--- src/rtl/miriscv_fetch_buffer.sv ---
// Instruction fetch stage: credit-limited sequential fetch over req/gnt/rvalid into a small FIFO.
// Optional misaligned-redirect trap entry is built when MIRISCV_FETCH_ALIGN_CHECK_EN is defined.
module miriscv_fetch_buffer #(
    parameter int unsigned DEPTH    = 2,
    parameter logic [31:0] RESET_PC = 32'h0000_0000
) (
    input  logic        clk_i,
    input  logic        arstn_i,
    output logic        instr_req_o,
    output logic [31:0] instr_addr_o,
    input  logic        instr_gnt_i,
    input  logic        instr_rvalid_i,
    input  logic [31:0] instr_rdata_i,
    input  logic        redirect_i,
    input  logic [31:0] redirect_pc_i,
    output logic        fetch_valid_o,
    input  logic        fetch_ready_i,
    output logic [31:0] fetch_instr_o,
    output logic [31:0] fetch_pc_o,
    output logic        fetch_err_o
);

    localparam int unsigned PTR_W = (DEPTH > 1) ? $clog2(DEPTH) : 1;
    localparam int unsigned CNT_W = PTR_W + 1;
    localparam logic [CNT_W:0]   DEPTH_EXT = (CNT_W + 1)'(DEPTH);
    localparam logic [CNT_W-1:0] DEPTH_CNT = CNT_W'(DEPTH);

    typedef enum logic [0:0] {StIdle, StRun} state_e;

    state_e             state_q, state_d;
    logic [PTR_W-1:0]   wr_ptr_q, wr_ptr_d;
    logic [PTR_W-1:0]   rd_ptr_q, rd_ptr_d;
    logic [CNT_W-1:0]   count_q, count_d;
    logic [CNT_W-1:0]   outstanding_q, outstanding_d;
    logic [CNT_W-1:0]   discard_q, discard_d;
    logic [31:0]        req_pc_q, req_pc_d;
    logic [31:0]        resp_pc_q, resp_pc_d;

    logic [31:0]        instr_mem [DEPTH];
    logic [31:0]        pc_mem    [DEPTH];

    logic [CNT_W:0]     in_use;
    logic               gnt_fire;
    logic               rsp_vld;
    logic               rsp_drop;
    logic               rsp_push;
    logic               push;
    logic               pop;
    logic               halt;
    logic [31:0]        push_instr;
    logic [31:0]        push_pc;
    logic [31:0]        redirect_pc_aligned;

`ifdef MIRISCV_FETCH_ALIGN_CHECK_EN
    logic               halt_q, halt_d;
    logic               pend_q, pend_d;
    logic [31:0]        err_pc_q, err_pc_d;
    logic               err_push;
    logic               push_err;
    logic               err_mem [DEPTH];
`endif

    always_comb begin : fsm_next
        state_d = state_q;
        unique case (state_q)
            StIdle:  state_d = StRun;
            StRun:   state_d = StRun;
            default: state_d = StIdle;
        endcase
    end

    always_comb begin : handshake
        redirect_pc_aligned = redirect_pc_i & ~32'h3;
        in_use = {1'b0, count_q} + {1'b0, outstanding_q};
        // Stray post-reset responses are not tracked, so never count below zero.
        rsp_vld = instr_rvalid_i && (outstanding_q != '0);
`ifdef MIRISCV_FETCH_ALIGN_CHECK_EN
        halt     = halt_q;
        err_push = pend_q && (outstanding_q == '0) && !redirect_i;
`else
        halt     = 1'b0;
`endif
        instr_req_o  = (state_q == StRun) && (in_use < DEPTH_EXT) && !redirect_i && !halt;
        instr_addr_o = req_pc_q;
        gnt_fire     = instr_req_o && instr_gnt_i;
        rsp_drop     = rsp_vld && (discard_q != '0);
        rsp_push     = rsp_vld && (discard_q == '0) && !redirect_i;
        fetch_valid_o = (count_q != '0);
        pop          = fetch_valid_o && fetch_ready_i && !redirect_i;
`ifdef MIRISCV_FETCH_ALIGN_CHECK_EN
        push = rsp_push || err_push;
`else
        push = rsp_push;
`endif
    end

    always_comb begin : push_data
        push_instr = instr_rdata_i;
        push_pc    = resp_pc_q;
`ifdef MIRISCV_FETCH_ALIGN_CHECK_EN
        push_err   = 1'b0;
        if (err_push) begin
            push_instr = 32'h0000_0013;
            push_pc    = err_pc_q;
            push_err   = 1'b1;
        end
`endif
    end

    always_comb begin : ctrl_next
        wr_ptr_d      = wr_ptr_q;
        rd_ptr_d      = rd_ptr_q;
        count_d       = count_q;
        outstanding_d = outstanding_q + CNT_W'(gnt_fire) - CNT_W'(rsp_vld);
        discard_d     = discard_q;
        req_pc_d      = req_pc_q;
        resp_pc_d     = resp_pc_q;
        if (redirect_i) begin
            wr_ptr_d  = '0;
            rd_ptr_d  = '0;
            count_d   = '0;
            // Everything still in flight after this cycle belongs to the old stream.
            discard_d = outstanding_d;
            req_pc_d  = redirect_pc_aligned;
            resp_pc_d = redirect_pc_aligned;
        end else begin
            if (push) wr_ptr_d = wr_ptr_q + PTR_W'(1);
            if (pop)  rd_ptr_d = rd_ptr_q + PTR_W'(1);
            count_d = count_q + CNT_W'(push) - CNT_W'(pop);
            if (rsp_drop) discard_d = discard_q - CNT_W'(1);
            if (gnt_fire) req_pc_d  = req_pc_q + 32'd4;
            if (rsp_push) resp_pc_d = resp_pc_q + 32'd4;
        end
    end

    always_ff @(posedge clk_i or negedge arstn_i) begin
        if (!arstn_i) begin
            state_q       <= StIdle;
            wr_ptr_q      <= '0;
            rd_ptr_q      <= '0;
            count_q       <= '0;
            outstanding_q <= '0;
            discard_q     <= '0;
            req_pc_q      <= RESET_PC;
            resp_pc_q     <= RESET_PC;
        end else begin
            state_q       <= state_d;
            wr_ptr_q      <= wr_ptr_d;
            rd_ptr_q      <= rd_ptr_d;
            count_q       <= count_d;
            outstanding_q <= outstanding_d;
            discard_q     <= discard_d;
            req_pc_q      <= req_pc_d;
            resp_pc_q     <= resp_pc_d;
        end
    end

    always_ff @(posedge clk_i or negedge arstn_i) begin
        if (!arstn_i) begin
            for (int unsigned i = 0; i < DEPTH; i++) begin
                instr_mem[i] <= '0;
                pc_mem[i]    <= '0;
            end
        end else if (push) begin
            instr_mem[wr_ptr_q] <= push_instr;
            pc_mem[wr_ptr_q]    <= push_pc;
        end
    end

    assign fetch_instr_o = instr_mem[rd_ptr_q];
    assign fetch_pc_o    = pc_mem[rd_ptr_q];

`ifdef MIRISCV_FETCH_ALIGN_CHECK_EN
    // A misaligned target parks fetch and queues one error entry once old responses drain.
    always_comb begin : align_next
        halt_d   = halt_q;
        pend_d   = pend_q;
        err_pc_d = err_pc_q;
        if (redirect_i) begin
            halt_d   = (redirect_pc_i[1:0] != 2'b00);
            pend_d   = (redirect_pc_i[1:0] != 2'b00);
            err_pc_d = redirect_pc_i;
        end else if (err_push) begin
            pend_d = 1'b0;
        end
    end

    always_ff @(posedge clk_i or negedge arstn_i) begin
        if (!arstn_i) begin
            halt_q   <= 1'b0;
            pend_q   <= 1'b0;
            err_pc_q <= '0;
        end else begin
            halt_q   <= halt_d;
            pend_q   <= pend_d;
            err_pc_q <= err_pc_d;
        end
    end

    always_ff @(posedge clk_i or negedge arstn_i) begin
        if (!arstn_i) begin
            for (int unsigned i = 0; i < DEPTH; i++) begin
                err_mem[i] <= 1'b0;
            end
        end else if (push) begin
            err_mem[wr_ptr_q] <= push_err;
        end
    end

    assign fetch_err_o = err_mem[rd_ptr_q];
`else
    assign fetch_err_o = 1'b0;
`endif

    push_into_full_a : assert property (@(posedge clk_i) disable iff (!arstn_i)
        !(push && (count_q == DEPTH_CNT)));

endmodule

--- config.mk ---
export PLATFORM = sky130hd
export DESIGN_NAME = miriscv_fetch_buffer
export DESIGN_NICKNAME = d
export VERILOG_FILES = /design/src/rtl/miriscv_fetch_buffer.sv
export SDC_FILE = /design/constraint.sdc
export NUM_CORES = 1
export LEC_CHECK = 0
export CELL_PAD_IN_SITES_DETAIL_PLACEMENT = 2
export CELL_PAD_IN_SITES_GLOBAL_PLACEMENT = 2
export CORE_MARGIN = 1
export CORE_UTILIZATION = 32
export DETAILED_ROUTE_END_ITERATION = 10
export PLACE_DENSITY = 0.84
export SYNTH_ARGS = -nofsm -noshare
export SYNTH_HDL_FRONTEND = slang
export SYNTH_SLANG_ARGS = --single-unit
export TNS_END_PERCENT = 5
--- constraint.sdc ---
create_clock -name clk_i -period 3 [get_ports clk_i]
set_clock_uncertainty 0.2 [all_clocks]
set_input_delay 0.6 -clock clk_i [delete_from_list [all_inputs] [get_ports clk_i]]
set_output_delay 0.6 -clock clk_i [all_outputs]
set_load 0.01 [all_outputs]
# Word-level counts from Yosys, hierarchy flattened
# Cells that the tools add are included.
[classes]
bitwise_logic = 2
n_reduce_logical = 19
order_cmp = 4
muxes = 21
addsub = 10
[op_table]
columns = ["operator", "n"]
rows = [
  ["$mux 32", 11],
  ["$bwmux 64", 2],
  ["$add 32x3->32 const B", 2],
  ["$demux 32 s1", 1],
  ["$reduce_bool 2->1", 7],
  ["$logic_and 1x1->1", 10],
  ["$mux 2", 3],
  ["$add 2x1->2", 2],
  ["$ge 2x2->1 const B", 2],
  ["$mux 1", 4],
  ["$not 1->2", 2],
  ["$sub 2x1->2", 2],
  ["$add 2x2->3", 1],
  ["$lt 3x2->1 const B", 1],
  ["$add 1x1->1 const B", 2],
  ["$logic_not 2->1", 1],
  ["$lt 2x1->1 const B", 1],
  ["$sub 2x1->2 const B", 1],
  ["$logic_not 1->1", 1],
]
[totals]
in_bits = 70
reg_bits = 201
output_inout_bits = 99
wordCells = 68

# Depth between registers and ports, before layout
[logic_depth]
word_depth = 8
ltp_mapped = 13
depth_no_buf = 12

# Least setup slack after synthesis
# Ideal clock, no wire load.
[synth_path]
kind = "register -> register"
start = "reg outstanding_q[0]"
end = "reg discard_q[1]"
setup_time_ps = 134
period_less_slack_ps = 3194
path_slack_ps = -194
n_path_buf = 1
required_time_ps = 2666
t_arrival_ps = 2860
path_stages_with_launch = 14
path_cell_list = "dfrtp_1 -> and2_1 -> fa_1 -> or4b_4 -> nor2_2 -> inv_1 -> buf_2 -> ha_1 -> inv_1 -> ha_1 -> xnor2_1 -> xnor2_1 -> nand2_1 -> o21ai_0"
[synth_between]
elab_chain_cells = 8
elab_cells_between_ends = 12
classes_between = "3 x add/sub; 1 x order compare; 1 x mux; 7 x reduce/logical"
[synth_rtl]
columns = ["item", "line", "text"]
rows = [
  ["from (decl)", "34", "logic [CNT_W-1:0] outstanding_q, outstanding_d;"],
  ["from (signal assigned)", "151", "outstanding_q <= outstanding_d;"],
  ["$add 2x2->3", "74", "in_use = {1'b0, count_q} + {1'b0, outstanding_q};"],
  ["$lt 3x2->1", "83", "instr_req_o = (state_q == StRun) && (in_use < DEPTH_EXT) && !redirect_i && !halt;"],
  ["$logic_and 1x1->1 (2 in a row)", "83", ""],
  ["$logic_and 1x1->1", "85", "gnt_fire = instr_req_o && instr_gnt_i;"],
  ["$add 2x1->2", "114", "outstanding_d = outstanding_q + CNT_W'(gnt_fire) - CNT_W'(rsp_vld);"],
  ["$sub 2x1->2 (*)", "114", ""],
  ["net outstanding_d[1]", "34", ""],
  ["$mux 2 (*)", "118", "if (redirect_i) begin"],
  ["to (signal assigned)", "152", "discard_q <= discard_d;"],
  ["to (decl)", "35", "logic [CNT_W-1:0] discard_q, discard_d;"],
]
# The timed path passes the listed nets; every way through them passes the cells marked *.
# A chain may end at the register's enable or synchronous reset.

# Worst setup path after layout
[layout_path]
start = "reg outstanding_q[0]"
end = "out instr_req_o"
[layout_between]
elab_chain_cells = 4
[layout_rtl]
columns = ["item", "line", "text"]
rows = [
  ["$add 2x2->3", "74", ""],
  ["$lt 3x2->1", "83", ""],
  ["$logic_and 1x1->1 (2 in a row)", "83", ""],
  ["to (decl)", "9", "output logic instr_req_o,"],
]
# No other way between the ends.

==> qor.csv <==
stage,metric,value,unit
synth,post-synthesis share of cell area spent on xor and xnor gates,0.0403,
synth,fraction of synthesis flops using an asynchronous set or reset pin,1.00,
critical_path,worst r2r dst,discard_q[1]$_DFFE_PN0P_,
critical_path,startpoint kind of the worst setup timing path,register,
synth,count of cell types in the netlist,43,
clock_tree,library cell used as clock root buffer,sky130_fd_sc_hd__clkbuf_16,
die,die span in y,171,um
power_and_ir_drop,Leakage,5.02,nW
global_routing,Tot GR Track Use,0.193,
critical_path,capturing element type of the critical path,primary output,
routing,detailed-routing iteration count for the pre-antenna-repair pass,4,
clock_tree,clock-pin slew on the worst setup and hold paths,0.08,ns
routing,vias,6649,
clock_tree,Inserted Clock Buffers,17,
synth,commonest register cell after synthesis,sky130_fd_sc_hd__dfrtp_1,
routing,Wirelength per Cell,20.8,um
placement,placed cell area,11400,um2
cells_and_area,Final #Nets,996,
cells_and_area,relative area change from synthesis to final layout,31.8,%
critical_path,Arrival @ worst endpoint,2.19,ns
clock_tree,TritonCTS clock tree,yes,
synth,share of the synthesized area in compound gates (AO/OA/AOI/OAI),0.0539,
routing,number of violations reported at the end of detailed-routing iteration 0,222,
synth,"arithmetic-cell share of the synthesized area counting full adders, half adders and majority gates",0.0118,
clock_tree,clock latency at the later pin of the worst-skew pair,0.43,ns
synth,Yosys top cell by area,sky130_fd_sc_hd__dfrtp_1,
timing,slew at the pin closest to its max-slew limit,0.664,ns
synth,count of flip-flops with a built-in enable after synthesis,0,
critical_path,start point of the critical path,outstanding_q[0]$_DFF_PN0_,
synth,largest family of logic cells by synthesized area,multiplexers,
routing,Detailed Route WL,27200,um
die,cell row count,61,
synth,area fraction of the dominant cell type after synthesis,0.529,
placement,Port Buf Inserts,161,
global_routing,global route total overflow,0,
cells_and_area,Antenna Diode Count,0,
die,initial core utilization,0.327,
cells_and_area,filler instances,2835,
die,die width,171,um
run_status,run status,"finished, final reports clean",
synth,sequential fraction of the synthesis area,0.529,
critical_path,"critical path fanouts, max",3,
timing,worst slew margin relative to its limit,0.556,
global_routing,number of antenna violations at the first check in global routing,0,
timing,"crit path setup slack, layout",0.00600,ns
critical_path,FF-to-FF path depth,12,
timing,max-slew violation count,0,
power_and_ir_drop,worst supply voltage drop on vdd,0.428,mV
timing,final hold viol count,0,
cells_and_area,fraction of layout instances using a drive strength above 1,0.301,
synth,top post-synthesis cells by area,"sky130_fd_sc_hd__dfrtp_1 53%, sky130_fd_sc_hd__mux2_2 24%, sky130_fd_sc_hd__xor2_1 2.7%",
power_and_ir_drop,power density of the placed cells,861,nW/um2
timing,endpoints failing setup,0,
global_routing,pin count of the biggest net entering global routing,73,
routing,post-DR vias/cell,5.08,
hold_path,Min-Delay Path Class,register to register,
critical_path,Critical Path RT,2.20,ns
power_and_ir_drop,total design power,10.4,mW
synth,"flops & latches, synth",193,
routing,antenna-violating nets left,0,
cells_and_area,total non-filler cell area in the finished layout,12000,um2
critical_path,worst-case register-to-register setup slack,0.02,ns
cells_and_area,Final Non-Filler Cells,1309,
synth,syn avg cell area,12.3,um2
clock_tree,clock tree sinks,193,
critical_path,critical setup path kind,register to primary output,
synth,Post-Syn Instances,741,
die,total die area,29200,um2
placement,cell count after placement,1275,
clock_tree,number of buffers between clock root and the deepest sink,2,
placement,final weighted congestion in routability-driven placement,0.792,
timing,maximum frequency from static timing analysis,334,MHz
critical_path,capturing instance or port of the critical path,instr_req_o,
placement,Final HPWL DP,18800,um
die,total core area,27900,um2
flow_run,number of maximum-capacitance violations,0,
clock_tree,H-Tree Level Count,4,
die,IO Count,169,
cells_and_area,core utilization of the finished layout,0.431,
timing,Tmin final,2.99,ns
synth,area share of and/or/nand/nor cells after synthesis,0.0983,
routing,post-detailed-route DRC marker count,0,
critical_path,Reg-to-Reg Start,outstanding_q[0]$_DFF_PN0_,
synth,fraction of synthesized area in multiplexers,0.240,
synth,area of the mapped netlist,9130,um2
timing,unrepaired setup endpoints after global routing,true,
synth,Yosys Warn Count,0,
placement,post-placement setup slack,-0.120,ns
global_routing,via count of the first global-routing pass,7439,
timing,post-route clock period utilization,0.998,
global_routing,first-pass GRT wire length,42800,um
-- cells by family after synthesis --
group | count (synthesis)
muxes | 195
DFF | 193
and+or+nand+nor | 172
AOI/OAI and AO/OA | 77
buffers and inverters | 52
xor gates and xnor gates | 42
adders and majority gates | 8
other | 2
-- placed cells by master (no fill, tap or decap), types with 15 or more instances in the layout --
cell type and count:
sky130_fd_sc_hd__mux2_2 193, sky130_fd_sc_hd__dfrtp_1 192, sky130_fd_sc_hd__clkdlybuf4s50_1 158, sky130_fd_sc_hd__nand2_1 51
sky130_fd_sc_hd__nand3_1 31, sky130_fd_sc_hd__xor2_1 28, sky130_fd_sc_hd__o21ai_0 27, sky130_fd_sc_hd__buf_4 25
sky130_fd_sc_hd__nand4_1 23, sky130_fd_sc_hd__nor2_1 21, sky130_fd_sc_hd__clkbuf_16 17, sky130_fd_sc_hd__o211ai_1 15
-- synth_stat cells, types with 10 or more instances --
library cell	instances
sky130_fd_sc_hd__buf_2	13
sky130_fd_sc_hd__inv_1	13
sky130_fd_sc_hd__nor2_1	24
sky130_fd_sc_hd__nand4_1	23
sky130_fd_sc_hd__a21oi_1	13
sky130_fd_sc_hd__dfrtp_1	193
sky130_fd_sc_hd__clkbuf_1	14
sky130_fd_sc_hd__o311ai_0	10
sky130_fd_sc_hd__o211ai_1	15
sky130_fd_sc_hd__mux2_2	193
sky130_fd_sc_hd__xnor2_1	14
sky130_fd_sc_hd__nand3_1	31
sky130_fd_sc_hd__nand2_1	52
sky130_fd_sc_hd__and3_1	12
sky130_fd_sc_hd__xor2_1	28
sky130_fd_sc_hd__o21ai_0	28
-- power by group --
group          total (mW)  internal [mW]  switching [mW]
sequential           4.09           3.51           0.582
clock                2.34           1.23            1.12
combinational        3.93           2.36            1.57
total                10.4           7.09            3.27
-- worst max-delay path, stage by stage (launching register included) --
cell	delay (ns)
sky130_fd_sc_hd__dfrtp_1	0.40
sky130_fd_sc_hd__and2_4	0.14
sky130_fd_sc_hd__fa_1	0.44
sky130_fd_sc_hd__or4b_4	0.55
sky130_fd_sc_hd__inv_2	0.12
sky130_fd_sc_hd__buf_6	0.11
-- sequential cells by signal, summed over array words and instances, names as in the netlist --
signal / count
instr_mem: 64
pc_mem: 60
instr_addr_o: 30
push_pc: 30
count_q: 2
discard_q: 2
outstanding_q: 2
rd_ptr_q: 1
state_q: 1
wr_ptr_q: 1
-- routing by layer --
metal | track usage | wire (um) | share of wire | vias up
met5 | 0 | 0 | 0 | -
li1 | - | - | - | 3008
met2 | 0.330 | 13400 | 0.49 | 174
met3 | 0.0437 | 1330 | 0.049 | 20
met1 | 0.250 | 12300 | 0.45 | 3447
met4 | 0.0330 | 182 | 0.0067 | 0
-- area by class of cell --
cell class	count	area, um2	share of cell area
clock buffer	19	453	0.0376
clock inverter	13	148	0.0123
inverter	14	52.6	0.00437
multi-input combinational	500	4160	0.346
sequential	193	4830	0.402
tap	378	473	0.0393
timing repair buffer	192	1910	0.159
-- through the flow --
step	setup TNS (ns)	hold slack, ns
2_1_floorplan	-0.0801	0.104
3_3_place_gp	-0.0420	0.283
3_5_place_dp	-0.207	0.294
4_1_cts	-0.0140	0.311
5_1_grt	-0.243	0.321
6_report	0	0.306
-- timing repair --
item / in CTS / in global routing
endpoints found under the hold margin: 31 / 0
buffers inserted: 1 / 0
hold buffers: 1 / 0
endpoints found under the setup margin: 3 / 5
gates resized for setup: 8 / 5
pin swaps: 5 / 0
-- how the worst min path moves through the flow --
stage                              startpoint                        end  slack, ns  cells past startpoint
global route           pc_mem[40]$_DFFE_PN0P_     pc_mem[40]$_DFFE_PN0P_       0.32                      1
CTS                 instr_mem[15]$_DFFE_PN0P_  instr_mem[15]$_DFFE_PN0P_       0.31                      1
finish                 pc_mem[14]$_DFFE_PN0P_     pc_mem[14]$_DFFE_PN0P_       0.31                      1
floorplan                             arstn_i       count_q[0]$_DFF_PN0_       0.10                      0
global placement     instr_mem[7]$_DFFE_PN0P_   instr_mem[7]$_DFFE_PN0P_       0.28                      1
detailed placement     pc_mem[12]$_DFFE_PN0P_     pc_mem[12]$_DFFE_PN0P_       0.29                      1
Power figures use the tool's default switching activity.
